==> config.mk <==
export PLATFORM = sky130hd
export DESIGN_NAME = pixel_dispatcher
export DESIGN_NICKNAME = d
export VERILOG_FILES = /design/src/rtl/pixel_dispatcher.sv
export SDC_FILE = /design/constraint.sdc
export NUM_CORES = 1
export LEC_CHECK = 0
export ABC_AREA = 1
export BUFFER_PORTS_ARGS = -buffer_cell sky130_fd_sc_hd__buf_2
export CAP_MARGIN = 20
export CORE_AREA = 5 5 162 164
export CTS_CLUSTER_SIZE = 8
export DETAILED_ROUTE_END_ITERATION = 12
export DIE_AREA = 0 0 167 169
export PLACE_DENSITY_LB_ADDON = 0.05
export SLEW_MARGIN = 20
export SYNTH_ARGS = -nofsm -noshare
export SYNTH_HDL_FRONTEND = slang
export SYNTH_SLANG_ARGS = --single-unit
==> constraint.sdc <==
create_clock -name sysclk -period 2.05 [get_ports sysclk]
set_input_delay 0 -clock sysclk [delete_from_list [all_inputs] [get_ports sysclk]]
set_output_delay 0 -clock sysclk [all_outputs]
set_load 0.05 [all_outputs]
==> src/rtl/pixel_dispatcher.sv <==
// rtl/pixel_dispatcher.sv - raster-order pixel scheduler between a frame request, an iteration engine and a pixel stream
module pixel_dispatcher #(
    parameter int FRAC        = 28,
    parameter int WORD_LENGTH = 32,
    parameter int H_RES       = 640,
    parameter int V_RES       = 480
) (
    input  logic                   sysclk,
    input  logic                   reset,
    input  logic                   frame_start,
    input  logic [WORD_LENGTH-1:0] re_origin,
    input  logic [WORD_LENGTH-1:0] im_origin,
    input  logic [WORD_LENGTH-1:0] step,
    input  logic [9:0]             max_iter,
    output logic                   eng_start,
    output logic [9:0]             eng_x,
    output logic [8:0]             eng_y,
    output logic [WORD_LENGTH-1:0] eng_re_c,
    output logic [WORD_LENGTH-1:0] eng_im_c,
    output logic [9:0]             eng_max_iter,
    input  logic                   eng_done,
    input  logic [9:0]             eng_depth,
    output logic                   pix_valid,
    input  logic                   pix_ready,
    output logic [9:0]             pix_depth,
    output logic [9:0]             pix_x,
    output logic [8:0]             pix_y,
    output logic                   pix_sof,
    output logic                   pix_eol,
    output logic                   busy,
    output logic                   frame_done
);

    localparam logic [9:0] X_LAST = 10'(H_RES - 1);
    localparam logic [8:0] Y_LAST = 9'(V_RES - 1);

    if (FRAC < 1 || FRAC >= WORD_LENGTH) begin : g_frac_check
        $error("FRAC must leave at least one integer bit in the coordinate word");
    end

    typedef enum logic [1:0] {IDLE, ISSUE, WAIT, OUTPUT} state_t;

    state_t                 state;
    state_t                 state_next;
    logic                   wait_first;
    logic [WORD_LENGTH-1:0] re_base;
    logic [WORD_LENGTH-1:0] step_q;

    logic                   start_ok;
    logic                   capture;
    logic                   accept;
    logic                   last_pix;
    logic [9:0]             nx_x;
    logic [8:0]             nx_y;
    logic [WORD_LENGTH-1:0] nx_re;
    logic [WORD_LENGTH-1:0] nx_im;

    always_ff @(posedge sysclk) begin
        if (reset) begin
            state <= IDLE;
        end else begin
            state <= state_next;
        end
    end

    always_comb begin
        state_next = state;
        eng_start  = 1'b0;
        pix_valid  = 1'b0;
        start_ok   = 1'b0;
        capture    = 1'b0;
        accept     = 1'b0;
        last_pix   = (eng_x == X_LAST) && (eng_y == Y_LAST);
        nx_x       = eng_x + 10'd1;
        nx_y       = eng_y;
        nx_re      = eng_re_c + step_q;
        nx_im      = eng_im_c;
        if (eng_x == X_LAST) begin
            nx_x  = '0;
            nx_y  = eng_y + 9'd1;
            nx_re = re_base;
            nx_im = eng_im_c - step_q;
        end
        case (state)
            IDLE: begin
                // The frame_done cycle is already IDLE, so a request landing there must be dropped
                if (frame_start && !frame_done) begin
                    start_ok   = 1'b1;
                    state_next = ISSUE;
                end
            end
            ISSUE: begin
                eng_start  = 1'b1;
                state_next = WAIT;
            end
            WAIT: begin
                if (eng_done && !wait_first) begin
                    capture    = 1'b1;
                    state_next = OUTPUT;
                end
            end
            OUTPUT: begin
                pix_valid = 1'b1;
                if (pix_ready) begin
                    accept     = 1'b1;
                    state_next = last_pix ? IDLE : ISSUE;
                end
            end
            default: state_next = IDLE;
        endcase
    end

    // eng_x/eng_y/eng_re_c/eng_im_c double as the current-pixel coordinate registers
    always_ff @(posedge sysclk) begin
        if (reset) begin
            busy         <= 1'b0;
            frame_done   <= 1'b0;
            wait_first   <= 1'b0;
            re_base      <= '0;
            step_q       <= '0;
            eng_x        <= '0;
            eng_y        <= '0;
            eng_re_c     <= '0;
            eng_im_c     <= '0;
            eng_max_iter <= '0;
            pix_depth    <= '0;
            pix_x        <= '0;
            pix_y        <= '0;
            pix_sof      <= 1'b0;
            pix_eol      <= 1'b0;
        end else begin
            frame_done <= 1'b0;
            wait_first <= eng_start;
            if (start_ok) begin
                re_base      <= re_origin;
                step_q       <= step;
                eng_max_iter <= max_iter;
                eng_x        <= '0;
                eng_y        <= '0;
                eng_re_c     <= re_origin;
                eng_im_c     <= im_origin;
                busy         <= 1'b1;
            end
            if (capture) begin
                pix_depth <= eng_depth;
                pix_x     <= eng_x;
                pix_y     <= eng_y;
                pix_sof   <= (eng_x == '0) && (eng_y == '0);
                pix_eol   <= (eng_x == X_LAST);
            end
            if (accept) begin
                if (last_pix) begin
                    busy       <= 1'b0;
                    frame_done <= 1'b1;
                end else begin
                    eng_x    <= nx_x;
                    eng_y    <= nx_y;
                    eng_re_c <= nx_re;
                    eng_im_c <= nx_im;
                end
            end
        end
    end

endmodule
==> results of run 1 <==
layout by cell type, fill, tap and decap left out, types with 20 or more instances in the layout:
| master | netlist | routed |
|---|---|---|
| buf_2 | 17 | 248 |
| buf_4 | 3 | 121 |
| o21ai_1 | 2 | 20 |
| o21ai_0 | 150 | 132 |
| nand3_1 | 98 | 80 |
| nand2_2 | 2 | 44 |
| dfxtp_1 | 193 | 175 |
| ha_4 | 0 | 20 |
| nor2_1 | 130 | 112 |
| a21oi_1 | 284 | 244 |
| dlygate4sd3_1 | 0 | 114 |
| a21oi_2 | 0 | 38 |
| nand2_1 | 610 | 562 |
| inv_1 | 211 | 205 |
| ha_1 | 70 | 35 |
through the flow:
stage | hold WS [ns] | instance area (sq um) | std cells | worst slack, ns
3_3_place_gp | 0.2500 | 14620 | 2576 | -0.06700
6_report | 0.01004 | 17460 | 2742 | 0.04501
5_1_grt | 0.03908 | 17450 | 2740 | -0.05884
2_1_floorplan | 0.1438 | 12320 | 1959 | 0.006864
4_1_cts | 0.0007204 | 16590 | 2734 | -0.03765
3_5_place_dp | 0.2554 | 14620 | 2576 | -0.1085
routing by layer:
metal | track usage (%) | up-vias
li1 | - | 7252
met1 | 40.99 | 6733
met2 | 52.54 | 507
met3 | 3.690 | 96
met4 | 10.25 | 0
met5 | 0 | -
flip-flops by register name, summed over array words and instances, names as in the netlist, 2 cells and up:
register and flops:
pix_x 10, eng_max_iter 10, eng_im_c 32, step_q 32, eng_y 9, re_base 32
pix_y 9, state 2, eng_x 10, pix_depth 10, eng_re_c 32
final timing paths:
path / to / from
worst max-delay path: eng_re_c[8] / step_q[0]
worst min-delay path: eng_im_c[31] / im_origin[31]
worst max register to register: eng_re_c[8] / step_q[0]
worst min register to register: re_base[11] / re_base[11]
what timing repair did:
action                                  in CTS  in global routing
pin swaps                                   14                 38
hold endpoints to repair                   145                  0
buffers inserted                            11                  6
hold buffers                               114                  0
cloned                                       1                  0
resized for setup                           34                207
endpoints found under the setup margin      45                 81
synthesized netlist by cell type, drive strengths merged:
cell type	instances
buf	26
nand3	98
or2	6
nor4	3
nor3	24
xor2	16
nor3b	1
mux2i	1
a21o	2
inv	217
a22oi	1
a21oi	284
nand2	612
o21a	1
o31ai	2
and2	2
o21ai	152
o211ai	4
a31oi	3
dfxtp	193
xnor2	13
a211oi	6
o21bai	9
ha	70
fa	2
nand3b	7
clkinv	1
o221ai	1
and3	1
nor2	135
clkbuf	54
nand4	12
cells by family after synthesis:
kind of cell | after synthesis | share of synthesized area [%]
buffers and inverters | 298 | 9.602
multiplexers | 1 | 0.08138
flip-flops | 193 | 31.41
AND/OR/NAND/NOR | 901 | 29.86
adder cells (fa/ha/maj) | 72 | 7.446
AO/OA/AOI/OAI | 465 | 19.53
XOR/XNOR | 29 | 2.065
worst register-to-register path: stages (launching register included):
cell     delay, ns
dfxtp_4       0.37
ha_2          0.19
fa_2          0.36
nand3_2       0.10
nand3_2       0.13
nand2_2       0.13
nand3_4       0.09
xnor2_1       0.19
a21oi_1       0.10
o21ai_0       0.20
inv_1         0.06
cell type report:
class	instances	area (sq um)	area share, %
antenna	2	5.005	0.02867
inverter	218	825.8	4.730
timing repair buffer	499	3597	20.60
tap	330	412.9	2.365
clock buffer	18	429.2	2.458
sequential	193	3894	22.30
multi-input combinational	1468	8150	46.69
clock inverter	14	143.9	0.8242
power groups by stage:
stage / Combinational [mW] / Clock, mW / Sequential [mW]
2_1_floorplan: 6.61 / 0 / 6.52
3_3_place_gp: 11.6 / 0 / 5.14
3_5_place_dp: 11.7 / 0 / 5.16
4_1_cts: 12.3 / 3.44 / 5.08
5_1_grt: 14.8 / 3.62 / 5.25
6_report: 13.6 / 3.42 / 5.17
==> results.ini, run 1 <==
[global_routing]
grt_max_degree=109
grt_pass1_wl_microns=71350
antenna_found_initial=0
overflow=0
grt_pass1_vias=13840
track_usage_pct=30.91

[worst_setup_path]
path_depth=10
critPathMostFrequentCell=nand3_2
crit_type=reg -> reg
slowest_delay_ns=0.37
start_kind=flop
critPathCaptureType=flop
ff2ff_setup_slack_ns=0.05
required_ns=2.39
cp_cell_sequence=ha_2 -> fa_2 -> nand3_2 -> nand3_2 -> nand2_2 -> nand3_4 -> xnor2_1 -> a21oi_1 -> o21ai_0 -> inv_1
cpLargestDelayFamily=adder cells
cp_slowest_cell=dfxtp_4
cp.arrival_ns=2.35
critPathBufInv=1
worstPathMaxFanout=4
worstRegToRegCells=10

[logic_synthesis]
yosysWarnings=0
syn-num-nets=2152
syn-instance-count=1959
netlist_area_sq_um=12300
ys_seq_area_share_pct=31.41
ys_ff_latch=193
synth_area_leader_cell=dfxtp_1
synth_top_area_share_pct=31.41
synth.avg_cell_area_sq_um=6.279
synth.distinct_cells=43
netlist_top_cells_area=dfxtp_1 (31%), nand2_1 (19%), a21oi_1 (12%)

[clock_tree]
clk_latency_ns=0.45
clk_pin_slew_ns=0.08
cts.sinks=193
tritoncts=built
cts_inserted_buffers=17
clock-root-buffer=clkbuf_16
htreeDepth=4
clockBufferDepth=2

[die]
row_count=58
dieArea_sq_um=28220
die_height_microns=169
die_w_microns=167
core_sq_um=24750
start_util_pct=49.71
io_pins=249

[power_and_ir_drop]
cellInternalPower_mw=11.18
p_sw_share_pct=49.55
p_per_area_nw_per_um2=1269
power.leakage_nw=8.498
p_sw_mw=10.98
seqPwrFrac_pct=23.3
total_power_mw=22.16
combPwrFrac_pct=61.3
p_clk_share_pct=15.4
vdd_drop_max_mv=0.8873

[drt]
firstDrtPassIters=6
wl_met2_microns=22060
vias_per_cell=5.320
dr_wl_met3_microns=2473
drc=0
vias=14590
ant_nets=0
initialDrtViolationCount=1047
wl_per_cell_microns=16.73
top_layer=met4
finalWirelength_microns=45890
wl_met1_microns=20040

[sta]
maxSlewViolCount=0
maxSlewHeadroom_pct=64.26
hold_violations=0
setup_viol=0
rsz0062_at_grt=true
post-route-min-period_ns=2.005
timing.setup.tns_ns=0
max_clock_freq_mhz=498.8
fin_crit_sh_pct=97.80
tightest_slew_ns=0.5361
fin_skew_ns=0.01727

[placement]
port_buffers=248
hpwl_microns=32620
place.gp.congestion=0.9631

[finish]
nets=2590
final_core_util_pct=70.55
nFillCells=2224
area_delta_synth_final_pct=41.93
drive_above_1_share_pct=26.51

[worst_hold_path]
hold_depth=5
hp-class=in -> reg

[run]
drv_cap=0

[outcome]
status=finished clean

Power figures use the tool's default switching activity.
==> run 2, diff against run 1 <==
--- a/config.mk
+++ b/config.mk
@@ -8,8 +8,8 @@
 export ABC_AREA = 1
-export BUFFER_PORTS_ARGS = -buffer_cell sky130_fd_sc_hd__buf_2
 export CAP_MARGIN = 20
-export CORE_AREA = 5 5 162 164
+export CORE_AREA = 5 5 151 153
 export CTS_CLUSTER_SIZE = 8
 export DETAILED_ROUTE_END_ITERATION = 12
-export DIE_AREA = 0 0 167 169
+export DIE_AREA = 0 0 156 158
+export DONT_BUFFER_PORTS = 1
 export PLACE_DENSITY_LB_ADDON = 0.05
==> constraint.sdc (replaced) <==
create_clock -name sysclk -period 2.05 [get_ports sysclk]
set_input_delay 0.41 -clock sysclk [delete_from_list [all_inputs] [get_ports sysclk]]
set_output_delay 0.41 -clock sysclk [all_outputs]
set_load 0.05 [all_outputs]
==> run 2 against run 1 <==
The run now ends with negative setup slack left; cell count shrank 13%; power is 1.6% lower; sequential share of layout area rose by 3.1 points; combinational power shrank 4%; design area fell by 12%; critical endpoint is now eng_im_c[10]; highest routed layer unchanged.
==> results.ini, run 2 (synthesis results as in run 1) <==
[die]
start_util_pct=57.43
dieArea_sq_um=24650
die_height_microns=158
die_w_microns=156
io_pins=249
core_sq_um=21420
row_count=54

[sta]
rsz0062_at_grt=true
whs_ns=0.04644
fin_ws_ns=-0.03095
fin_skew_ns=0.01487
tightest_slew_ns=0.5519
maxSlewHeadroom_pct=63.16
fin_crit_sh_pct=101.5
post-route-min-period_ns=2.081
maxSlewViolCount=0
setup_viol=3
max_clock_freq_mhz=480.6
hold_violations=0

[finish]
nets=2265
final_cell_mix=nand2_1 (558), a21oi_1 (254), inv_1 (208)
drive_above_1_share_pct=19.81
final_common_cell=nand2_1
area_delta_synth_final_pct=24.53
final_core_util_pct=71.52

[worst_setup_path]
critPathCaptureType=flop
cp.arrival_ns=2.46
ff2ff_setup_slack_ns=-0.03
worstRegToRegCells=12
worstPathMaxFanout=3
required_ns=2.43
reg2reg_from=eng_im_c[0]
r2r_end=eng_im_c[10]
crit_type=reg -> reg
start_kind=flop

[worst_hold_path]
hp-class=in -> reg
hold_start=reset
worstHoldEndpoint=eng_y[1]
hold_depth=1

[power_and_ir_drop]
cellInternalPower_mw=10.86
p_per_area_nw_per_um2=1423
total_power_mw=21.80
seqPwrFrac_pct=25.3
power.leakage_nw=7.155
combPwrFrac_pct=59.5
p_sw_mw=10.94
vdd_drop_max_mv=1.022
p_sw_share_pct=50.19
p_clk_share_pct=15.1

[global_routing]
track_usage_pct=31.46
grt_pass1_vias=12130
overflow=0
grt_max_degree=109
grt_pass1_wl_microns=62470
antenna_found_initial=9

[run]
drv_cap=0

[drt]
firstDrtPassIters=5
ant_nets=0
drc=0
vias=13300
wl_per_cell_microns=17.67
vias_per_cell=5.600
finalWirelength_microns=41940
initialDrtViolationCount=1149

[clock_tree]
clockBufferDepth=2
cts.sinks=193
holdBufCountCts=0
clock-root-buffer=clkbuf_16
clk_latency_ns=0.44
clk_pin_slew_ns=0.08
cts_inserted_buffers=17
tritoncts=built
htreeDepth=4

[placement]
hpwl_microns=30240
port_buffers=0
place.gp.congestion=0.9627
post-place-ws_ns=-0.1705

[outcome]
status=complete, but fails checks
violations=negative setup slack

## run 2: critical path, cell delays in order, from the launching register on
cell	delay, ns
dfxtp_4	0.37
inv_4	0.04
ha_4	0.16
fa_2	0.36
nand3b_1	0.20
nand2_2	0.13
nand2_2	0.09
nand2_4	0.11
nand2_4	0.06
nand3_4	0.08
xor2_1	0.19
nand2_1	0.10
a21oi_2	0.14
## run 2: power groups by stage
stage               logic, mW  registers, mW  clock network [mW]
finish                   13.0           5.52                3.30
global route             14.2           5.59                3.47
CTS                      11.1           5.46                3.33
detailed placement       10.9           5.54                   0
global placement         10.8           5.52                   0
floorplan                6.61           6.52                   0
## run 2: worst max path at each step
stage | start | endpoint | slack [ns] | cells past startpoint
final | eng_im_c[0] | eng_im_c[10] | -0.03 | 12
after global routing | step_q[16] | eng_im_c[25] | -0.19 | 11
after CTS | eng_re_c[0] | eng_re_c[14] | 0.002 | 11
after detailed placement | eng_re_c[0] | eng_re_c[28] | -0.17 | 13
after global placement | eng_re_c[0] | eng_re_c[14] | -0.1 | 11
after floorplan | eng_x[3] | eng_re_c[3] | 0.007 | 11
## run 2: cell type report
type / count / area [sq um]
repair buffers: 174 / 1523
clock buffers: 18 / 429.2
inverters: 218 / 828.3
multi-input cells: 1468 / 8139
diodes: 9 / 22.52
well taps: 280 / 350.3
clock inverters: 14 / 138.9
flip-flops and latches: 193 / 3887
fillers: 1888 / 6100
## run 2: through the flow
stage | setup TNS [ns] | cells | cell area [sq um]
final | -0.07111 | 2374 | 15320
after global routing | -1.920 | 2374 | 15320
after global placement | -0.4263 | 2312 | 13580
after CTS | 0 | 2348 | 14230
after detailed placement | -1.303 | 2312 | 13580
after floorplan | 0 | 1959 | 12320
## run 2: repair_timing
action,4_1_cts,5_1_grt
gates cloned,0,2
buffers inserted,4,16
endpoints found under the setup margin,36,79
gates resized for setup,18,215
pin swaps,4,60
## run 2: layer usage
metal | vias up | global-route usage [%] | wire, microns
met5 | - | 0 | 0
li1 | 6598 | - | -
met3 | 72 | 4.893 | 3001
met4 | 0 | 11.38 | 1113
met2 | 489 | 50.71 | 19990
met1 | 6136 | 42.85 | 17840
==> run 3, diff against run 2 <==
- TNS_END_PERCENT: unset -> 5
==> run 3 against run 2 <==
The run still ends with negative setup slack left; largest power group unchanged; critical endpoint is now eng_im_c[30]; clock power up 6%; worst setup slack lost 0.0059 ns; wire length fell by 1.4%; largest cell class unchanged.
==> results.ini, run 3 (synthesis results as in run 1) <==
[die]
die_w_microns=156
core_sq_um=21420
start_util_pct=57.43
dieArea_sq_um=24650
io_pins=249
row_count=54
die_height_microns=158

[drt]
finalWirelength_microns=41340
drc=0
ant_nets=0
vias_per_cell=5.643
firstDrtPassIters=6
vias=13300
initialDrtViolationCount=1061
wl_per_cell_microns=17.54

[sta]
maxSlewHeadroom_pct=61.90
hold_violations=0
max_clock_freq_mhz=479.2
fin_skew_ns=0.01815
rsz0062_at_grt=true
post-route-min-period_ns=2.087
fin_ws_ns=-0.03690
maxSlewViolCount=0
tightest_slew_ns=0.5707
fin_crit_sh_pct=101.8
setup_viol=1
whs_ns=0.03504

[power_and_ir_drop]
power.leakage_nw=6.988
p_per_area_nw_per_um2=1428
vdd_drop_max_mv=1.141
total_power_mw=21.22

[clock_tree]
clk_pin_slew_ns=0.08
tritoncts=built
cts.sinks=193
cts_inserted_buffers=17
clk_latency_ns=0.45
clock-root-buffer=clkbuf_16
clockBufferDepth=2
htreeDepth=4
holdBufCountCts=0

[global_routing]
grt_max_degree=109
grt_pass1_wl_microns=62590
antenna_found_initial=8
overflow=0
grt_pass1_vias=12180
track_usage_pct=31.58

[outcome]
status=complete, but fails checks
violations=negative setup slack

[worst_setup_path]
start_kind=flop
cp_cell_sequence=inv_1 -> ha_2 -> nand2_1 -> buf_4 -> nor2_1 -> inv_1 -> nor3_4 -> nand2_4 -> nand2_2 -> nand2_2 -> nand3_2 -> a21oi_2
slowest_delay_ns=0.38
required_ns=2.38
crit_type=reg -> reg
cp_slowest_cell=dfxtp_2
worstPathMaxFanout=6
cp.arrival_ns=2.42
critPathCaptureType=flop

[finish]
drive_above_1_share_pct=17.07
nets=2248
area_delta_synth_final_pct=20.80
final_common_cell=nand2_1
final_cell_mix=nand2_1 (571), a21oi_1 (263), inv_1 (208)

[placement]
place.gp.congestion=0.9764
port_buffers=0
hpwl_microns=30860

[worst_hold_path]
hp-class=in -> reg

[run]
drv_cap=0

[run 3: path summary, 6_finish.rpt]
check	startpoint	to	slack [ns]	depth (start not counted)
max	step_q[20]	eng_im_c[30]	-0.04	12
min	reset	eng_im_c[2]	0.04	1
max reg2reg	step_q[20]	eng_im_c[30]	-0.04	12
min reg2reg	re_base[11]	re_base[11]	0.46	2
[run 3: power by group]
group | switching (mW) | internal [mW] | leakage, nW
registers | 1.06 | 4.51 | 1.59
clock network | 1.70 | 1.78 | 0.297
logic | 7.82 | 4.35 | 5.10
total | 10.6 | 10.6 | 6.99
[run 3: per-layer routing]
metal	vias to the layer above	GRT usage [%]	wire length, microns
met4	2	11.25	1115
met1	6142	42.80	17750
met5	-	0	20
met3	80	4.073	2877
li1	6583	-	-
met2	494	51.88	19580
[run 3: final cells by class]
cell class,count,area [sq um]
timing repair buffer,157,1335
clock buffer,18,439.2
sequential,193,3895
fill,1981,6559
multi-input combinational,1468,7826
tap,280,350.3
inverter,218,823.3
antenna,9,22.52
clock inverter,14,167.7
[run 3: metrics by stage]
stage	TNS, ns	util (%)	cell area (sq um)	setup slack [ns]	cells
2_1_floorplan	-2.335	-	12310	-0.1010	1959
3_3_place_gp	-0.3127	63.28	13550	-0.08517	2308
3_5_place_dp	-1.093	63.28	13550	-0.1019	2308
4_1_cts	-0.07751	66.48	14240	-0.04541	2343
5_1_grt	-3.006	69.35	14850	-0.1943	2355
6_report	-0.03690	69.38	14860	-0.03690	2357
[run 3: timing repair]
action / 4_1_cts / 5_1_grt
setup endpoints to repair: 38 / 72
cloned: 0 / 0
pin swaps: 2 / 33
gates resized for setup: 16 / 148
hold endpoints to repair: 0 / 0
setup buffers: 3 / 5
[run 3: critical path, delay by kind of cell (launching register included)]
kind / cells / cell delay [ns]
adders and majority gates: 1 / 0.37
AOI/OAI and AO/OA: 1 / 0.06
buffers and inverters: 3 / 0.34
DFF: 1 / 0.38
and+or+nand+nor: 7 / 0.81
